### config.mk
export PLATFORM = sky130hd
export DESIGN_NAME = mac_share_sched_flat
export DESIGN_NICKNAME = d
export VERILOG_FILES = /design/src/rtl/mac_share_sched_if.sv /design/src/rtl/mac_share_sched.sv /design/src/flat_wrapper.sv
export SDC_FILE = /design/constraint.sdc
export NUM_CORES = 1
export LEC_CHECK = 0
export CELL_PAD_IN_SITES_DETAIL_PLACEMENT = 1
export CELL_PAD_IN_SITES_GLOBAL_PLACEMENT = 2
export CORE_MARGIN = 2
export CORE_UTILIZATION = 26
export CTS_BUF_LIST = sky130_fd_sc_hd__clkbuf_2
export DETAILED_ROUTE_END_ITERATION = 10
export PLACE_DENSITY_LB_ADDON = 0.1
export SYNTH_ARGS = -nofsm -noshare
export SYNTH_HDL_FRONTEND = slang
export SYNTH_HIERARCHICAL = 1
export SYNTH_SLANG_ARGS = --single-unit
### constraint.sdc
create_clock -name clk -period 6.11 [get_ports clk]
set_input_delay 0.9165 -clock clk [delete_from_list [all_inputs] [get_ports clk]]
set_output_delay 0.9165 -clock clk [all_outputs]
set_load 0.01 [all_outputs]
### src/rtl/mac_share_sched_if.sv
// Request/response bundle between the two FMAC requesters, the shared MAC scheduler
// and the result consumer.
interface mac_share_sched_if #(
    parameter int ACC_W = 24
);
    logic             req0_valid;
    logic [7:0]       req0_x;
    logic [7:0]       req0_y;
    logic             req0_acc;
    logic             req0_ready;
    logic             req1_valid;
    logic [7:0]       req1_x;
    logic [7:0]       req1_y;
    logic             req1_acc;
    logic             req1_ready;
    logic             out_valid;
    logic             out_ready;
    logic             out_id;
    logic [ACC_W-1:0] out_data;
    logic             out_ovf;

    modport master (
        output req0_valid, req0_x, req0_y, req0_acc,
        output req1_valid, req1_x, req1_y, req1_acc,
        output out_ready,
        input  req0_ready, req1_ready,
        input  out_valid, out_id, out_data, out_ovf
    );

    modport slave (
        input  req0_valid, req0_x, req0_y, req0_acc,
        input  req1_valid, req1_x, req1_y, req1_acc,
        input  out_ready,
        output req0_ready, req1_ready,
        output out_valid, out_id, out_data, out_ovf
    );
endinterface

### src/rtl/mac_share_sched.sv
// Round-robin scheduler sharing one 8x8 radix-4 Booth multiplier between two
// requesters, each owning a signed wrapping accumulator.

module multiplier (
    input  logic signed [7:0]  x,
    input  logic signed [7:0]  y,
    output logic signed [15:0] multOut
);
    logic [8:0]         ybits;
    logic signed [15:0] xs;
    logic signed [15:0] pp;
    logic signed [15:0] sum;

    always_comb begin
        ybits = {y, 1'b0};
        xs    = 16'(x);
        pp    = '0;
        sum   = '0;
        for (int i = 0; i < 4; i++) begin
            case (ybits[2*i +: 3])
                3'b001, 3'b010: pp = xs;
                3'b011:         pp = xs <<< 1;
                3'b100:         pp = -(xs <<< 1);
                3'b101, 3'b110: pp = -xs;
                default:        pp = '0;
            endcase
            sum = sum + (pp <<< (2*i));
        end
        multOut = sum;
    end
endmodule

// state | meaning
// IDLE  | grant a requester; operands latched on the handshake edge
// MUL   | latched operands drive the multiplier, product registered
// ACC   | product (sign-extended) loaded or added into acc[id], response registered
// RESP  | out_valid high, response held until out_ready
module mac_share_sched #(
    parameter int ACC_W = 24
) (
    input  logic              clk,
    input  logic              rst,
    mac_share_sched_if.slave  bus
);
    typedef enum logic [1:0] {IDLE, MUL, ACC, RESP} state_t;

    state_t             state, state_nx;
    logic               last_grant;
    logic               grant_id;
    logic               hs;
    logic signed [7:0]  x_q, y_q;
    logic               acc_q, id_q;
    logic signed [15:0] mult_out, prod_q;
    logic signed [ACC_W-1:0] acc0, acc1, base, p_ext, sum;
    logic               ovf;
    logic [ACC_W-1:0]   out_data_q;
    logic               out_id_q, out_ovf_q;

    multiplier u_mult (
        .x       (x_q),
        .y       (y_q),
        .multOut (mult_out)
    );

    // On contention the grant alternates away from the last winner.
    always_comb begin
        if (bus.req0_valid && bus.req1_valid) grant_id = ~last_grant;
        else                                  grant_id = ~bus.req0_valid;
    end

    assign bus.req0_ready = !rst && (state == IDLE) && bus.req0_valid && !grant_id;
    assign bus.req1_ready = !rst && (state == IDLE) && bus.req1_valid &&  grant_id;
    assign hs             = bus.req0_ready || bus.req1_ready;

    assign bus.out_valid = (state == RESP);
    assign bus.out_data  = out_data_q;
    assign bus.out_id    = out_id_q;
    assign bus.out_ovf   = out_ovf_q;

    always_comb begin
        base  = id_q ? acc1 : acc0;
        p_ext = ACC_W'(prod_q);
        sum   = acc_q ? (base + p_ext) : p_ext;
        ovf   = acc_q && (base[ACC_W-1] == p_ext[ACC_W-1]) && (sum[ACC_W-1] != base[ACC_W-1]);
    end

    always_ff @(posedge clk or posedge rst) begin
        if (rst) state <= IDLE;
        else     state <= state_nx;
    end

    always_comb begin
        state_nx = state;
        case (state)
            IDLE:    if (hs) state_nx = MUL;
            MUL:     state_nx = ACC;
            ACC:     state_nx = RESP;
            RESP:    if (bus.out_ready) state_nx = IDLE;
            default: state_nx = IDLE;
        endcase
    end

    always_ff @(posedge clk or posedge rst) begin
        if (rst) begin
            last_grant <= 1'b1;
            x_q        <= '0;
            y_q        <= '0;
            acc_q      <= 1'b0;
            id_q       <= 1'b0;
            prod_q     <= '0;
            acc0       <= '0;
            acc1       <= '0;
            out_data_q <= '0;
            out_id_q   <= 1'b0;
            out_ovf_q  <= 1'b0;
        end else begin
            case (state)
                IDLE: if (hs) begin
                    x_q        <= grant_id ? bus.req1_x   : bus.req0_x;
                    y_q        <= grant_id ? bus.req1_y   : bus.req0_y;
                    acc_q      <= grant_id ? bus.req1_acc : bus.req0_acc;
                    id_q       <= grant_id;
                    last_grant <= grant_id;
                end
                MUL: prod_q <= mult_out;
                ACC: begin
                    if (id_q) acc1 <= sum;
                    else      acc0 <= sum;
                    out_data_q <= sum;
                    out_id_q   <= id_q;
                    out_ovf_q  <= ovf;
                end
                default: ;
            endcase
        end
    end
endmodule

### src/flat_wrapper.sv
// flat-port wrapper written by rule: the top's interface ports become plain ports
module mac_share_sched_flat 
#(
    parameter int ACC_W = 24
)
  (clk, rst, bus_req0_valid, bus_req0_x, bus_req0_y, bus_req0_acc, bus_req1_valid, bus_req1_x, bus_req1_y, bus_req1_acc, bus_out_ready, bus_req0_ready, bus_req1_ready, bus_out_valid, bus_out_id, bus_out_data, bus_out_ovf);
  mac_share_sched_if #(.ACC_W(ACC_W)) bus_i ();
  input  logic clk;
  input  logic rst;
  input wire logic [$bits(bus_i.req0_valid)-1:0] bus_req0_valid;
  input wire logic [$bits(bus_i.req0_x)-1:0] bus_req0_x;
  input wire logic [$bits(bus_i.req0_y)-1:0] bus_req0_y;
  input wire logic [$bits(bus_i.req0_acc)-1:0] bus_req0_acc;
  input wire logic [$bits(bus_i.req1_valid)-1:0] bus_req1_valid;
  input wire logic [$bits(bus_i.req1_x)-1:0] bus_req1_x;
  input wire logic [$bits(bus_i.req1_y)-1:0] bus_req1_y;
  input wire logic [$bits(bus_i.req1_acc)-1:0] bus_req1_acc;
  input wire logic [$bits(bus_i.out_ready)-1:0] bus_out_ready;
  output wire logic [$bits(bus_i.req0_ready)-1:0] bus_req0_ready;
  output wire logic [$bits(bus_i.req1_ready)-1:0] bus_req1_ready;
  output wire logic [$bits(bus_i.out_valid)-1:0] bus_out_valid;
  output wire logic [$bits(bus_i.out_id)-1:0] bus_out_id;
  output wire logic [$bits(bus_i.out_data)-1:0] bus_out_data;
  output wire logic [$bits(bus_i.out_ovf)-1:0] bus_out_ovf;
  assign bus_i.req0_valid = bus_req0_valid;
  assign bus_i.req0_x = bus_req0_x;
  assign bus_i.req0_y = bus_req0_y;
  assign bus_i.req0_acc = bus_req0_acc;
  assign bus_i.req1_valid = bus_req1_valid;
  assign bus_i.req1_x = bus_req1_x;
  assign bus_i.req1_y = bus_req1_y;
  assign bus_i.req1_acc = bus_req1_acc;
  assign bus_i.out_ready = bus_out_ready;
  assign bus_req0_ready = bus_i.req0_ready;
  assign bus_req1_ready = bus_i.req1_ready;
  assign bus_out_valid = bus_i.out_valid;
  assign bus_out_id = bus_i.out_id;
  assign bus_out_data = bus_i.out_data;
  assign bus_out_ovf = bus_i.out_ovf;
  mac_share_sched #(.ACC_W(ACC_W)) u_core (.clk(clk), .rst(rst), .bus(bus_i));
endmodule
==> summary.txt, run 1 <==
Die
  • DIE AREA: 36000 um2
  • Die Wd: 190 um
  • Core ar.: 33700 um2
  • Rows: 67
  • IO Pins: 68
  • Die Y: 190 um
  • Starting Density: 0.266

Clocking
  • CTS tree: done
  • Htree depth: 3
  • TritonCTS Buffers: 9
  • Clock latency on the worst-skew pair: 0.67 ns
  • Clk buf depth: 2
  • Root Buffer Master: clkbuf_2
  • Hold-fix buffers, CTS: 0
  • Buffer count from post-CTS setup fixing: 0
  • Resized cells post-CTS: 0
  • Clock transition at path regs: 0.31 ns
  • CTS Sinks: 111

Synth
  • Top FF cell, synth: dfrtp_1
  • Post-Syn Area: 8960 um2
  • Dominant cell type by area after synthesis: dfrtp_1
  • Cell variety after synth: 80
  • Synth async-reset ratio: 1.00
  • Mapped Nets: 1152
  • Gate Count Post-Synth: 1045
  • Synth top area cells: dfrtp_1, ha_1, o21ai_0, mux2_2, a21oi_1
  • Ys Warns: 6
  • Number of enable flip-flop cells after synthesis: 0
  • Yosys reg bits: 111
  • Avg Inst Size Synth: 8.58 um2
  • Sequential area share after synthesis: 0.310
  • Top-area cell type share of the netlist area: 0.307

Detailed routing
  • Initial DRC count: 301
  • Final wirelength: 28.2 mm
  • Via count: 7588
  • Wirelength per Cell: 18.4 um
  • Detail Route Antenna Nets: 0
  • Residual DRC count: 0
  • Total iterations of the first detailed-routing run: 4
  • Via/cell ratio: 4.96

Critical path
  • Critical Path RT: 6.72 ns
  • Reg-to-reg endpoint: u_core/prod_q[15]
  • CP max FO: 8
  • Critical Path Source Type: flop
  • Worst r2r src: u_core/x_q[0]
  • Critical path data arrival time: 6.04 ns
  • Critical Path End: u_core/prod_q[15]
  • Reg2Reg Depth: 18
  • R2R Setup Slk: 0.68 ns
  • CP startpoint: u_core/x_q[0]
  • CP Capture Type: flop
  • Critical path type: flop to flop

STA
  • Slew Limit Fails: 0
  • Worst Tran Pin Value: 1.02 ns
  • Setup TNS Final: 0 ns
  • Fin. Hold Viols: 0
  • Final setup viols: 0
  • Achievable Freq: 184 MHz
  • Minimum clock period: 5.43 ns
  • Final Skew: 0.0436 ns
  • RSZ-0062 raised after global routing: no
  • Period utilization: 0.889
  • Slew HR: 0.321

Place
  • Dpl hpwl: 21.4 mm
  • GPL Wtd Cong: 0.782
  • PortBufs: 67

Global route
  • Vias in the first global route: 7954
  • Global Route met2 Usage: 0.250
  • Global Route Usage Sum: 0.162
  • First-pass GRT wire length: 45.7 mm
  • GRT Max-Usage Layer: met2
  • Initial antenna violation count: 1
  • Largest net degree at the start of global routing: 60
  • Met1 global-route usage: 0.237
  • Total congestion overflow: 0
  • Global Route met3 Usage: 0.0264

Worst hold path
  • Min-delay src: u_core/acc0[11]
  • Hold WC Path Type: flop to flop

Cells and area
  • # nets final: 1182
  • Ratio of cells with drive above 1 in the final layout: 0.0981
  • # fillers: 3969
  • P&R area growth vs syn: 14.0%

Flow run
  • Total of max-cap violations: 0

Outcome
  • Outcome: finished, final reports clean
==> state kept, by name, summed over array words and instances, names as in the netlist <==
| register | flops |
|---|---|
| u_core/acc0 | 24 |
| u_core/acc1 | 24 |
| u_core/acc_q | 1 |
| u_core/bus.out_data | 24 |
| u_core/bus.out_id | 1 |
| u_core/bus.out_ovf | 1 |
| u_core/id_q | 1 |
| u_core/last_grant | 1 |
| u_core/prod_q | 16 |
| u_core/state | 2 |
| u_core/x_q | 8 |
| u_core/y_q | 8 |
==> layout make-up <==
class | instances | area [um2] | share of cell area
multi-input cells | 814 | 5710 | 0.559
inverters | 51 | 194 | 0.0190
well taps | 448 | 561 | 0.0548
diodes | 2 | 5.00 | 0.000490
clock buffers | 9 | 45.0 | 0.00441
repair buffers | 88 | 828 | 0.0810
clock inverters | 7 | 93.8 | 0.00918
flip-flops and latches | 111 | 2780 | 0.272
==> worst min-delay path by stage <==
stage	to	slack (ns)	cells after the start
after global placement	u_core/acc0[5]	0.46	2
after global routing	u_core/last_grant	0.55	1
final	u_core/acc0[11]	0.52	2
after floorplan	u_core/acc1[0]	0.44	2
after detailed placement	u_core/acc0[8]	0.47	2
after CTS	u_core/acc0[8]	0.52	2
==> logic make-up after synthesis <==
logic type,after synthesis,share of synthesized area
AOI/OAI and AO/OA,309,0.212
xor gates and xnor gates,38,0.0387
adders and majority gates,68,0.113
buffers and inverters,120,0.0536
DFF,111,0.310
muxes,87,0.104
and+or+nand+nor,312,0.168
==> metrics by stage <==
stage | instances | utilization | instance area [um2] | setup WS, ns | hold slack (ns)
final | 1530 | 0.303 | 10200 | 0.679 | 0.522
after floorplan | 1045 | - | 8960 | 1.26 | 0.444
after global routing | 1530 | 0.303 | 10200 | 0.243 | 0.549
after detailed placement | 1512 | 0.299 | 10100 | 0.628 | 0.466
after global placement | 1512 | 0.299 | 10100 | 0.737 | 0.457
after CTS | 1528 | 0.303 | 10200 | 0.636 | 0.525
==> synthesized netlist by cell type (all sizes together) (3+ instances only) <==
| cell type | n |
|---|---|
| o21a | 8 |
| xor2 | 11 |
| fa | 22 |
| o31a | 3 |
| clkbuf | 47 |
| nand4b | 3 |
| or4 | 5 |
| o22ai | 6 |
| or2 | 3 |
| nand2 | 121 |
| xnor2 | 26 |
| mux2 | 41 |
| mux2i | 45 |
| dfrtp | 110 |
| a22oi | 4 |
| nor2 | 76 |
| nand2b | 11 |
| and2 | 6 |
| a211o | 8 |
| o21ai | 115 |
| nand4 | 5 |
| nand3 | 23 |
| ha | 46 |
| and3 | 8 |
| or3 | 8 |
| nor2b | 14 |
| a21o | 14 |
| o2111ai | 4 |
| a21oi | 92 |
| nor3 | 15 |
| a31oi | 14 |
| inv | 51 |
| a211oi | 6 |
| o211ai | 10 |
| nand3b | 5 |
| a221oi | 5 |
| buf | 22 |
==> per-layer routing <==
layer | wire length [um] | up-vias
li1 | - | 3763
met1 | 14900 | 3710
met2 | 12200 | 99
met3 | 841 | 16
met4 | 296 | 0
met5 | 0 | -
==> worst max-delay path, stage by stage (launching register included) <==
cell and delay (ns):
dfrtp_1 0.54, inv_1 0.24, ha_1 0.41, nand2b_1 0.13
or4_1 0.51, nand2_1 0.13, and2_1 0.24, a21oi_1 0.09
mux4_2 0.46, fa_1 0.49, inv_1 0.06, fa_1 0.48
ha_1 0.24, or4_1 0.49, o211ai_1 0.25, o21ai_0 0.13
a21oi_1 0.18, xnor2_1 0.08, mux2_2 0.25
==> layout by cell type, fill, tap and decap left out, types with 6 or more instances in the layout <==
| cell type | synthesis | layout |
|---|---|---|
| nand2_1 | 120 | 120 |
| dfrtp_1 | 110 | 110 |
| o21ai_0 | 93 | 92 |
| a21oi_1 | 91 | 91 |
| nor2_1 | 74 | 74 |
| clkdlybuf4s50_1 | 0 | 67 |
| inv_1 | 50 | 49 |
| mux2i_1 | 45 | 45 |
| ha_1 | 46 | 45 |
| mux2_2 | 41 | 41 |
| xnor2_1 | 26 | 26 |
| nand3_1 | 23 | 23 |
| fa_1 | 22 | 22 |
| buf_4 | 1 | 21 |
| o21ai_1 | 20 | 19 |
| a21o_1 | 14 | 14 |
| a31oi_1 | 14 | 14 |
| nor3_1 | 13 | 13 |
| nor2b_1 | 13 | 13 |
| xor2_1 | 11 | 11 |
| nand2b_1 | 11 | 11 |
| o211ai_1 | 10 | 10 |
| clkbuf_2 | 0 | 9 |
| o21a_1 | 8 | 8 |
| or3_1 | 8 | 8 |
| and3_1 | 8 | 8 |
| a211o_1 | 8 | 8 |
| and2_1 | 6 | 6 |
| o22ai_1 | 6 | 6 |
Power of run 1 is not shown: default switching activity piles up to over one toggle a cycle in this logic, so the estimate is an artifact.
==> inputs of run 2 (changes only) <==
--- a/config.mk
+++ b/config.mk
@@ -5,6 +5,8 @@
 export SDC_FILE = /design/constraint.sdc
 export NUM_CORES = 1
 export LEC_CHECK = 0
+export ABC_AREA = 1
+export ABC_CLOCK_PERIOD_IN_PS = 6110
 export CELL_PAD_IN_SITES_DETAIL_PLACEMENT = 1
 export CELL_PAD_IN_SITES_GLOBAL_PLACEMENT = 2
 export CORE_MARGIN = 2
==> run 2 against run 1 <==
Net effect:
- register-to-register slack better by 0.86 ns
- sequential share of layout area down 0.27 points
- setup slack better by 0.86 ns
- synthesized cell count rose by 26%
- wire length up 15%
- utilization fell by 0.22 points
- critical endpoint unchanged
- highest routed layer unchanged
==> summary.txt, run 2 <==
Synth
  • Top FF cell, synth: dfrtp_1
  • Sequential area share after synthesis: 0.309 (-0.00146)
  • Synth async-reset ratio: 1.00 (unchanged)
  • Avg Inst Size Synth: 6.86 um2 (-20%)
  • Top-area cell type share of the netlist area: 0.306 (-0.00145)
  • Yosys reg bits: 111 (unchanged)
  • Gate Count Post-Synth: 1313 (+26%)
  • Post-Syn Area: 9010 um2 (+0.47%)
  • Cell variety after synth: 50 (-38%)
  • Synth top area cells: dfrtp_1, nand2_1, inv_1, ha_1, fa_1
  • Synth cell count leaders: nand2_1, inv_1, dfrtp_1, o21ai_0, nand3_1
  • Number of enable flip-flop cells after synthesis: 0 (unchanged)
  • Most frequent cell after synthesis: nand2_1
  • Mapped Nets: 1420 (+23%)
  • Ys Warns: 6 (unchanged)
  • Dominant cell type by area after synthesis: dfrtp_1

Cells and area
  • Multi-input logic area: 5320 um2 (-6.9%)
  • # fillers: 4288 (+8.0%)
  • # nets final: 1476 (+25%)
  • Commonest non-fill, non-tap cell in the layout: nand2_1
  • P&R area growth vs syn: 14.6%
  • Total area of sequential cells: 2780 um2 (unchanged)
  • Commonest non-fill, non-tap cells in the layout: nand2_1, inv_1, dfrtp_1, o21ai_0, clkdlybuf4s50_1
  • Ratio of cells with drive above 1 in the final layout: 0.0808 (-0.0174)

Global route
  • Total congestion overflow: 0 (unchanged)
  • Global Route Usage Sum: 0.187 (+0.0254)
  • Vias in the first global route: 9063 (+14%)
  • Largest net degree at the start of global routing: 69 (+15%)
  • First-pass GRT wire length: 51.8 mm (+13%)
  • Initial antenna violation count: 1 (unchanged)

STA
  • Minimum clock period: 4.57 ns (-0.860 ns)
  • Slew Limit Fails: 0 (unchanged)
  • Period utilization: 0.748 (-0.141)
  • RSZ-0062 raised after global routing: no
  • Achievable Freq: 219 MHz (+19%)
  • Fin. Hold Viols: 0 (unchanged)
  • Slew HR: 0.379 (+0.0582)
  • Final Skew: 0.0644 ns (+0.0208 ns)
  • Setup TNS Final: 0 ns (unchanged)
  • Worst Tran Pin Value: 0.931 ns (-0.0873 ns)
  • Final setup viols: 0 (unchanged)

Place
  • GPL Wtd Cong: 0.835 (+6.8%)
  • Dpl hpwl: 25.8 mm (+21%)
  • PortBufs: 67 (unchanged)

Detailed routing
  • Via count: 8528 (+12%)
  • Total iterations of the first detailed-routing run: 5 (+1)
  • Wirelength per Cell: 17.7 um (-4.0%)
  • Final wirelength: 32.3 mm (+15%)
  • Initial DRC count: 367 (+22%)
  • Via/cell ratio: 4.66 (-6.0%)
  • Residual DRC count: 0 (unchanged)
  • Detail Route Antenna Nets: 0 (unchanged)

Clocking
  • Htree depth: 3 (unchanged)
  • CTS tree: done
  • Hold-fix buffers, CTS: 0 (unchanged)
  • Clock transition at path regs: 0.40 ns (+0.09 ns)
  • Buffer count from post-CTS setup fixing: 0 (unchanged)
  • TritonCTS Buffers: 9 (unchanged)
  • Resized cells post-CTS: 0 (unchanged)
  • Clk buf depth: 2 (unchanged)
  • CTS Sinks: 111 (unchanged)
  • Clock latency on the worst-skew pair: 0.78 ns (+0.11 ns)
  • Root Buffer Master: clkbuf_2

Critical path
  • R2R Setup Slk: 1.54 ns (+0.86 ns)
  • Reg2Reg Depth: 25 (+7)
  • Reg-to-reg endpoint: u_core/prod_q[15]
  • CP max FO: 6 (-2)
  • CP Capture Type: flop
  • Critical Path Source Type: flop
  • Critical Path RT: 6.79 ns (+0.07 ns)
  • Worst r2r src: u_core/x_q[0]
  • Critical path type: flop to flop
  • Critical path data arrival time: 5.25 ns (-0.79 ns)
  • Critical Path End: u_core/prod_q[15]
  • CP startpoint: u_core/x_q[0]

Worst hold path
  • Hold WC Path Type: flop to flop
  • Min-delay src: u_core/bus.out_id

Die
  • IO Pins: 68 (unchanged)
  • Core ar.: 34300 um2 (+1.7%)
  • Starting Density: 0.263 (-0.00332)
  • Rows: 68 (+1.5%)
  • DIE AREA: 36100 um2 (+0.46%)
  • Die Wd: 190 um (+0.23%)
  • Die Y: 190 um (+0.23%)

Flow run
  • Total of max-cap violations: 0 (unchanged)

Outcome
  • Outcome: finished, final reports clean
==> run 2: cell types whose count changed after synthesis, moves of 14 or more <==
cell,change
mux2i_1,-45
a21oi_1,-48
nand3_1,+39
inv_1,+133
nor2_1,-21
o21ai_1,-16
nand2_1,+369
clkbuf_1,-27
nor2_2,+14
nand2_2,+25
xnor2_1,-21
mux2_2,-41
==> run 2: area by class of cell <==
class,count,share of cell area
antenna,1,0.000242
clock inverter,6,0.00836
clock buffer,10,0.00485
tap,455,0.0552
sequential,111,0.269
timing repair buffer,76,0.0715
multi-input combinational,972,0.515
inverter,199,0.0754
==> run 2: through the flow <==
stage          hold slack (ns)  cell area (um2)  std cells   util  setup WS, ns
6_report                 0.523            10300       1830  0.301          1.54
5_1_grt                  0.555            10300       1830  0.301          1.09
4_1_cts                  0.530            10300       1829  0.301          1.51
3_5_place_dp             0.465            10200       1813  0.297          1.58
3_3_place_gp             0.454            10200       1813  0.297          1.64
2_1_floorplan            0.446             9010       1313      -          2.16
==> run 2: worst min-delay path by stage <==
| stage | endpoint | slack, ns | depth (start not counted) |
|---|---|---|---|
| 6_report | u_core/bus.out_id | 0.52 | 2 |
| 3_5_place_dp | u_core/acc1[18] | 0.47 | 2 |
| 2_1_floorplan | u_core/acc1[1] | 0.45 | 2 |
| 5_1_grt | u_core/acc1[8] | 0.56 | 2 |
| 3_3_place_gp | u_core/bus.out_id | 0.45 | 2 |
| 4_1_cts | u_core/acc1[9] | 0.53 | 2 |
==> run 2: critical path: stages, from the launching register on <==
cell	delay [ns]
dfrtp_1	0.53
inv_2	0.14
ha_1	0.20
nand2_1	0.10
nor2_2	0.20
nand2_4	0.10
nand2_2	0.09
inv_2	0.05
nand2_1	0.09
nand2_1	0.08
a21oi_1	0.28
inv_1	0.11
fa_1	0.54
inv_1	0.05
fa_1	0.55
inv_1	0.05
ha_1	0.35
nand2_1	0.12
inv_1	0.04
a221oi_1	0.29
nand3_1	0.14
inv_1	0.07
nand3_1	0.07
nand2_1	0.07
nand2_1	0.05
o21ai_0	0.10
==> run 2: cell families after synthesis <==
kind of cell | synth area share
AOI/OAI and AO/OA | 0.120
xor gates and xnor gates | 0.0175
adders and majority gates | 0.113
buffers and inverters | 0.101
DFF | 0.309
and+or+nand+nor | 0.340
==> run 2: layer usage <==
metal	global-route usage	vias to the layer above	wire length [um]
li1	-	4276	-
met1	0.249	4095	15600
met2	0.316	127	15200
met3	0.0256	30	948
met4	0.0513	0	583
met5	0	-	0
Power of run 2 is left out for the same reason.
==> inputs of run 3 (changes only) <==
--- a/config.mk
+++ b/config.mk
@@ -6,7 +6,7 @@
 export NUM_CORES = 1
 export LEC_CHECK = 0
 export ABC_AREA = 1
-export ABC_CLOCK_PERIOD_IN_PS = 6110
+export ABC_CLOCK_PERIOD_IN_PS = 4200
 export CELL_PAD_IN_SITES_DETAIL_PLACEMENT = 1
 export CELL_PAD_IN_SITES_GLOBAL_PLACEMENT = 2
 export CORE_MARGIN = 2
==> constraint.sdc (replaced) <==
create_clock -name clk -period 4.2 [get_ports clk]
set_input_delay 0.63 -clock clk [delete_from_list [all_inputs] [get_ports clk]]
set_output_delay 0.63 -clock clk [all_outputs]
set_load 0.01 [all_outputs]
==> run 3 against run 2 <==
Net effect:
- sequential share of layout area fell by 1.6 points
- highest routed layer unchanged
- final cell count is 2.8% higher
- die area stayed put
- setup slack worse by 1.3 ns
- first-iteration DRC count is 5.4% lower
- clock skew down 0.034 ns
- register-to-register slack got worse by 1.3 ns
- non-clock buffer count rose by 50
==> summary.txt, run 3 (synthesis gave the netlist of run 2 again) <==
Outcome
  • Outcome: finished, final reports clean

Place
  • GPL Wtd Cong: 0.811 (-2.9%)
  • Placement-stage cell area: 10500 um2 (+3.5%)
  • PortBufs: 67 (unchanged)
  • Dpl hpwl: 27.1 mm (+4.8%)
  • Dpl ws: -0.0345 ns (-1.61 ns)

Die
  • Core ar.: 34300 um2 (unchanged)
  • Die Wd: 190 um (unchanged)
  • Die Y: 190 um (unchanged)
  • Rows: 68 (unchanged)
  • IO Pins: 68 (unchanged)
  • Starting Density: 0.263 (unchanged)
  • DIE AREA: 36100 um2 (unchanged)

Critical path
  • CP Capture Type: flop
  • Critical path type: flop to flop
  • Reg2Reg Depth: 25 (unchanged)
  • Critical Path Source Type: flop
  • CP max FO: 4 (-2)
  • Critical path data arrival time: 4.61 ns (-0.64 ns)
  • Critical Path RT: 4.83 ns (-1.96 ns)

STA
  • RSZ-0062 raised after global routing: yes
  • Slew HR: 0.390 (+0.0112)
  • Period utilization: 0.948 (+0.200)
  • Fin worst setup slack: 0.220 ns (-1.32 ns)
  • Minimum clock period: 3.98 ns (-0.591 ns)
  • Setup TNS Final: 0 ns (unchanged)
  • Final setup viols: 0 (unchanged)
  • Final Skew: 0.0307 ns (-0.0338 ns)
  • Achievable Freq: 251 MHz (+15%)
  • Worst Tran Pin Value: 0.914 ns (-0.0178 ns)
  • Hold WS: 0.328 ns (-0.194 ns)
  • Slew Limit Fails: 0 (unchanged)
  • Fin. Hold Viols: 0 (unchanged)

Clocking
  • Clock latency on the worst-skew pair: 0.73 ns (-0.05 ns)
  • TritonCTS Buffers: 9 (unchanged)
  • Clock transition at path regs: 0.35 ns (-0.05 ns)
  • CTS tree: done
  • Clk buf depth: 2 (unchanged)
  • CTS Sinks: 111 (unchanged)
  • Htree depth: 3 (unchanged)
  • Hold-fix buffers, CTS: 0 (unchanged)
  • Root Buffer Master: clkbuf_2

Cells and area
  • Total area of sequential cells: 2780 um2 (unchanged)
  • # nets final: 1526 (+3.4%)
  • Multi-input logic area: 5580 um2 (+4.9%)
  • Final Cell Area: 11000 um2 (+6.3%)
  • Commonest non-fill, non-tap cell in the layout: nand2_1
  • # fillers: 4286 (-0.047%)
  • Commonest non-fill, non-tap cells in the layout: nand2_1, inv_1, dfrtp_1, o21ai_0, clkdlybuf4s50_1
  • Ratio of cells with drive above 1 in the final layout: 0.143 (+0.0625)
  • P&R area growth vs syn: 21.8%

Flow run
  • Total of max-cap violations: 0 (unchanged)

Global route
  • Largest net degree at the start of global routing: 50 (-28%)
  • Total congestion overflow: 0 (unchanged)
  • Initial antenna violation count: 1 (unchanged)
  • First-pass GRT wire length: 52.9 mm (+2.0%)
  • Vias in the first global route: 9290 (+2.5%)
  • Global Route Usage Sum: 0.192 (+0.00484)

Detailed routing
  • Total iterations of the first detailed-routing run: 5 (unchanged)
  • Final wirelength: 33.1 mm (+2.4%)
  • Residual DRC count: 0 (unchanged)
  • Via/cell ratio: 4.62 (-0.76%)
  • Wirelength per Cell: 17.6 um (-0.42%)
  • Via count: 8699 (+2.0%)
  • Initial DRC count: 347 (-5.4%)
  • Detail Route Antenna Nets: 0 (unchanged)

Worst hold path
  • Hold WC Path Type: input port to asynchronous set/reset pin
==> run 3: changes by cell type in the layout (fill, tap and decap cells not counted), sizes merged <==
cell / previous run / this run
buf: 9 / 59
clkinv: 4 / 6
inv: 199 / 197
clkbuf: 10 / 9
clkinvlp: 0 / 1
diode: 1 / 2
==> run 3: layer usage <==
layer	vias up	part of all wire	global-route usage	wire length, um
met5	-	0	0	0
met4	0	0.025	0.0555	815
met3	29	0.028	0.0275	918
met2	99	0.46	0.318	15300
met1	4201	0.48	0.259	16000
li1	4370	-	-	-
==> run 3: final cells by class <==
| cell class | instances | share of cell area |
|---|---|---|
| timing repair buffer | 126 | 0.103 |
| inverter | 199 | 0.0710 |
| clock inverter | 7 | 0.00764 |
| tap | 455 | 0.0519 |
| clock buffer | 9 | 0.00411 |
| multi-input combinational | 972 | 0.509 |
| sequential | 111 | 0.253 |
| antenna | 2 | 0.000456 |
==> run 3: final timing paths <==
| path | start | endpoint | slack (ns) |
|---|---|---|---|
| max | u_core/x_q[0] | u_core/prod_q[12] | 0.22 |
| min | rst | u_core/acc0[0] | 0.33 |
| max reg2reg | u_core/x_q[0] | u_core/prod_q[12] | 0.22 |
| min reg2reg | u_core/bus.out_id | u_core/bus.out_id | 0.52 |
| max in group asynchronous | rst | u_core/acc1[20] | 3.09 |
| min in group clk | bus_req0_y[1] | u_core/y_q[1] | 0.39 |
==> run 3: stage by stage <==
stage                     cells  utilization
after global placement     1859        0.307
after floorplan            1313            -
after global routing       1881        0.320
after detailed placement   1859        0.307
final                      1881        0.320
after CTS                  1875        0.312
==> run 3: worst max-delay path: stages, from the launching register on <==
cell,delay (ns)
dfrtp_1,0.47
inv_2,0.08
ha_2,0.19
nand2_2,0.09
nor2_4,0.14
nand2_1,0.09
nand2_1,0.10
inv_1,0.07
a21oi_2,0.15
o21ai_2,0.10
fa_1,0.52
inv_1,0.06
fa_1,0.53
inv_1,0.06
ha_4,0.25
a21oi_2,0.16
nand2_1,0.10
nand2_1,0.07
nand2_1,0.04
nand2_1,0.05
nand2_1,0.06
a21oi_1,0.13
o21ai_1,0.09
xor2_1,0.16
nand2_1,0.06
o21ai_0,0.07
==> run 3: what timing repair did <==
action / CTS / global route
endpoints found under the hold margin: 0 / 0
setup buffers: 0 / 4
resized for setup: 8 / 53
setup endpoints to repair: 4 / 7
pin swaps: 1 / 11
Power of run 3 is left out for the same reason.
==> patch, RTL diff (settings of run 3) <==
`ACC_W` is set to 24 in 3 places; all go to 36.
--- a/src/rtl/mac_share_sched_if.sv
+++ b/src/rtl/mac_share_sched_if.sv
@@ -3,3 +3,3 @@
 interface mac_share_sched_if #(
-    parameter int ACC_W = 24
+    parameter int ACC_W = 36
 );
--- a/src/rtl/mac_share_sched.sv
+++ b/src/rtl/mac_share_sched.sv
@@ -38,3 +38,3 @@
 module mac_share_sched #(
-    parameter int ACC_W = 24
+    parameter int ACC_W = 36
 ) (
--- a/src/flat_wrapper.sv
+++ b/src/flat_wrapper.sv
@@ -3,3 +3,3 @@
 #(
-    parameter int ACC_W = 24
+    parameter int ACC_W = 36
 )
Ports: changed (resized bus_out_data); port bits go from 68 to 80. The function was not compared with the original's and may differ.
==> patch against run 3 <==
Synthesized area rose by 26%; final area increased by 26%; worst setup slack worse by 0.011 ns; sequential cell count increased by 36; synthesized cell count up 27%; wire length increased by 34%; core utilization rose by 0.13 points; non-clock buffer count increased by 32.
Power is left out: the tool's default activity adds up to more than one toggle a clock period on the data nets, which glitch-free logic cannot reach.
==> patch: results (changes against run 3) <==
Global routing
  • Gr usage total: 20.5% (was 19.2%)
  • First-pass GRT wire length: 69400 um (was 52900 um)
  • Vias in the first global route: 11800 (was 9290)
  • Antenna violations before repair: 2 (was 1)
  • Pin count of the biggest net entering global routing: 56 (was 50)

STA
  • Worst-Margin Slew: 1.02 ns (was 0.914 ns)
  • Setup ws final: 0.209 ns (was 0.220 ns)
  • Clk_skew: 0.0565 ns (was 0.0307 ns)
  • Fin Hold WS: 0.186 ns (was 0.328 ns)

Clocking
  • Clock Latency Late Sink: 1.01 ns (was 0.73 ns)
  • Inserted Clock Buffers: 17 (was 9)
  • Worst-path clk slew: 0.27 ns (was 0.35 ns)
  • # H-tree levels: 4 (was 3)
  • Root Buffer: clkbuf_2 (unchanged)

Placed design
  • Dpl ws: -0.0173 ns (was -0.0345 ns)
  • Post-DP Area: 0.0132 mm^2 (was 0.0105 mm^2)
  • GPL Wtd Cong: 0.857 (was 0.811)
  • I/O Buffers: 79 (was 67)
  • HPWL Detailed: 35200 um (was 27100 um)
  • Placed Cells: 2343 (was 1859)

Synth
  • Synth Area in Compound Gates: 13.1% (was 12.0%)
  • Post-synthesis adder-cell area fraction: 10.2% (was 11.3%)
  • Register area share after synthesis: 32.3% (was 30.9%)
  • Synth area leaders: dfrtp_1 (32%), nand2_1 (20%), inv_1 (6.6%), ha_1 (6.4%), o21ai_0 (4.6%) (was dfrtp_1 (31%), nand2_1 (20%), inv_1 (7.6%), ha_1 (6.4%), fa_1 (4.9%))
  • Top cells by count, synth: nand2_1 (617), inv_1 (199), dfrtp_1 (146), nor2_1 (112), o21ai_0 (104) (was nand2_1 (489), inv_1 (183), dfrtp_1 (110), o21ai_0 (82), nand3_1 (62))
  • Unique masters post-synth: 54 (was 50)
  • Multiplexer share of the synthesized area: 0.0989% (was 0%)
  • Post-synthesis async set-or-reset flop share: 100% (unchanged)
  • Xor and xnor area share after synthesis: 1.62% (was 1.75%)
  • Cells after Synth: 1670 (was 1313)
  • Synthesized Nets: 1789 (was 1420)

Detailed routing
  • Final wirelength: 44500 um (was 33100 um)
  • DR vias: 11200 (was 8699)
  • WL per Instance: 18.5 um (was 17.6 um)
  • First DRT Iteration DRCs: 454 (was 347)

Worst setup path
  • FF-to-FF path depth: 20 (was 25)
  • RR Endpoint: u_core/prod_q[14] (was u_core/prod_q[12])
  • Crit path max fanout: 7 (was 4)
  • CP Class: register to register (unchanged)
  • Arr. time, crit path: 4.92 ns (was 4.61 ns)

Run status
  • Run status: finished, final reports clean (unchanged)

Worst hold path
  • Hold Crit Class: input pin to async pin (unchanged)

Floorplanning
  • Die width: 213 um (was 190 um)

Layout
  • Layout cell share with drive strength beyond 1: 12.6% (was 14.3%)
  • Fill count: 5488 (was 4286)
  • Nets: 1917 (was 1526)
[patch: cell families after synthesis]
| family | Yosys count |
|---|---|
| buf+inv | 272 |
| simple gates | 890 |
| compound gates | 259 |
| mux | 1 |
| xor+xnor | 21 |
| flops | 147 |
| fa+ha+maj | 80 |
[patch: area by class of cell]
type / count / area [um^2] / area share, %
clock buffer: 17 / 85.1 / 0.614
timing repair buffer: 158 / 1460 / 10.5
multi-input combinational: 1251 / 6910 / 49.8
tap: 585 / 732 / 5.28
antenna: 4 / 10.0 / 0.0722
inverter: 223 / 850 / 6.13
sequential: 147 / 3680 / 26.6
clock inverter: 15 / 143 / 1.03
[patch: metal layers]
metal  vias to the layer above  part of all wire [%]  global-route usage, %
met3                        37                   3.5                   4.16
met5                         -                     0                      0
li1                       5587                     -                      -
met2                       143                    45                   32.8
met4                         0                   1.4                   5.24
met1                      5404                    50                   28.0
[patch: critical path, cell delays in order, from the launching register on]
cell	delay (ns)
dfrtp_1	0.41
inv_2	0.07
buf_4	0.15
nand2_4	0.08
nor2_4	0.04
buf_4	0.14
nor2_4	0.22
inv_1	0.08
o211ai_1	0.27
inv_1	0.11
fa_1	0.54
inv_1	0.05
fa_1	0.50
ha_4	0.32
nand2_1	0.10
nor3_2	0.23
nand3_1	0.13
o2111ai_2	0.12
xor2_2	0.22
nand2_1	0.08
o21ai_1	0.11
[patch: what timing repair did]
action	in CTS	in global routing
hold buffers	18	0
endpoints found under the setup margin	1	8
gates resized for setup	3	63
endpoints found under the hold margin	10	0
pin swaps	1	16
buffers inserted	0	3
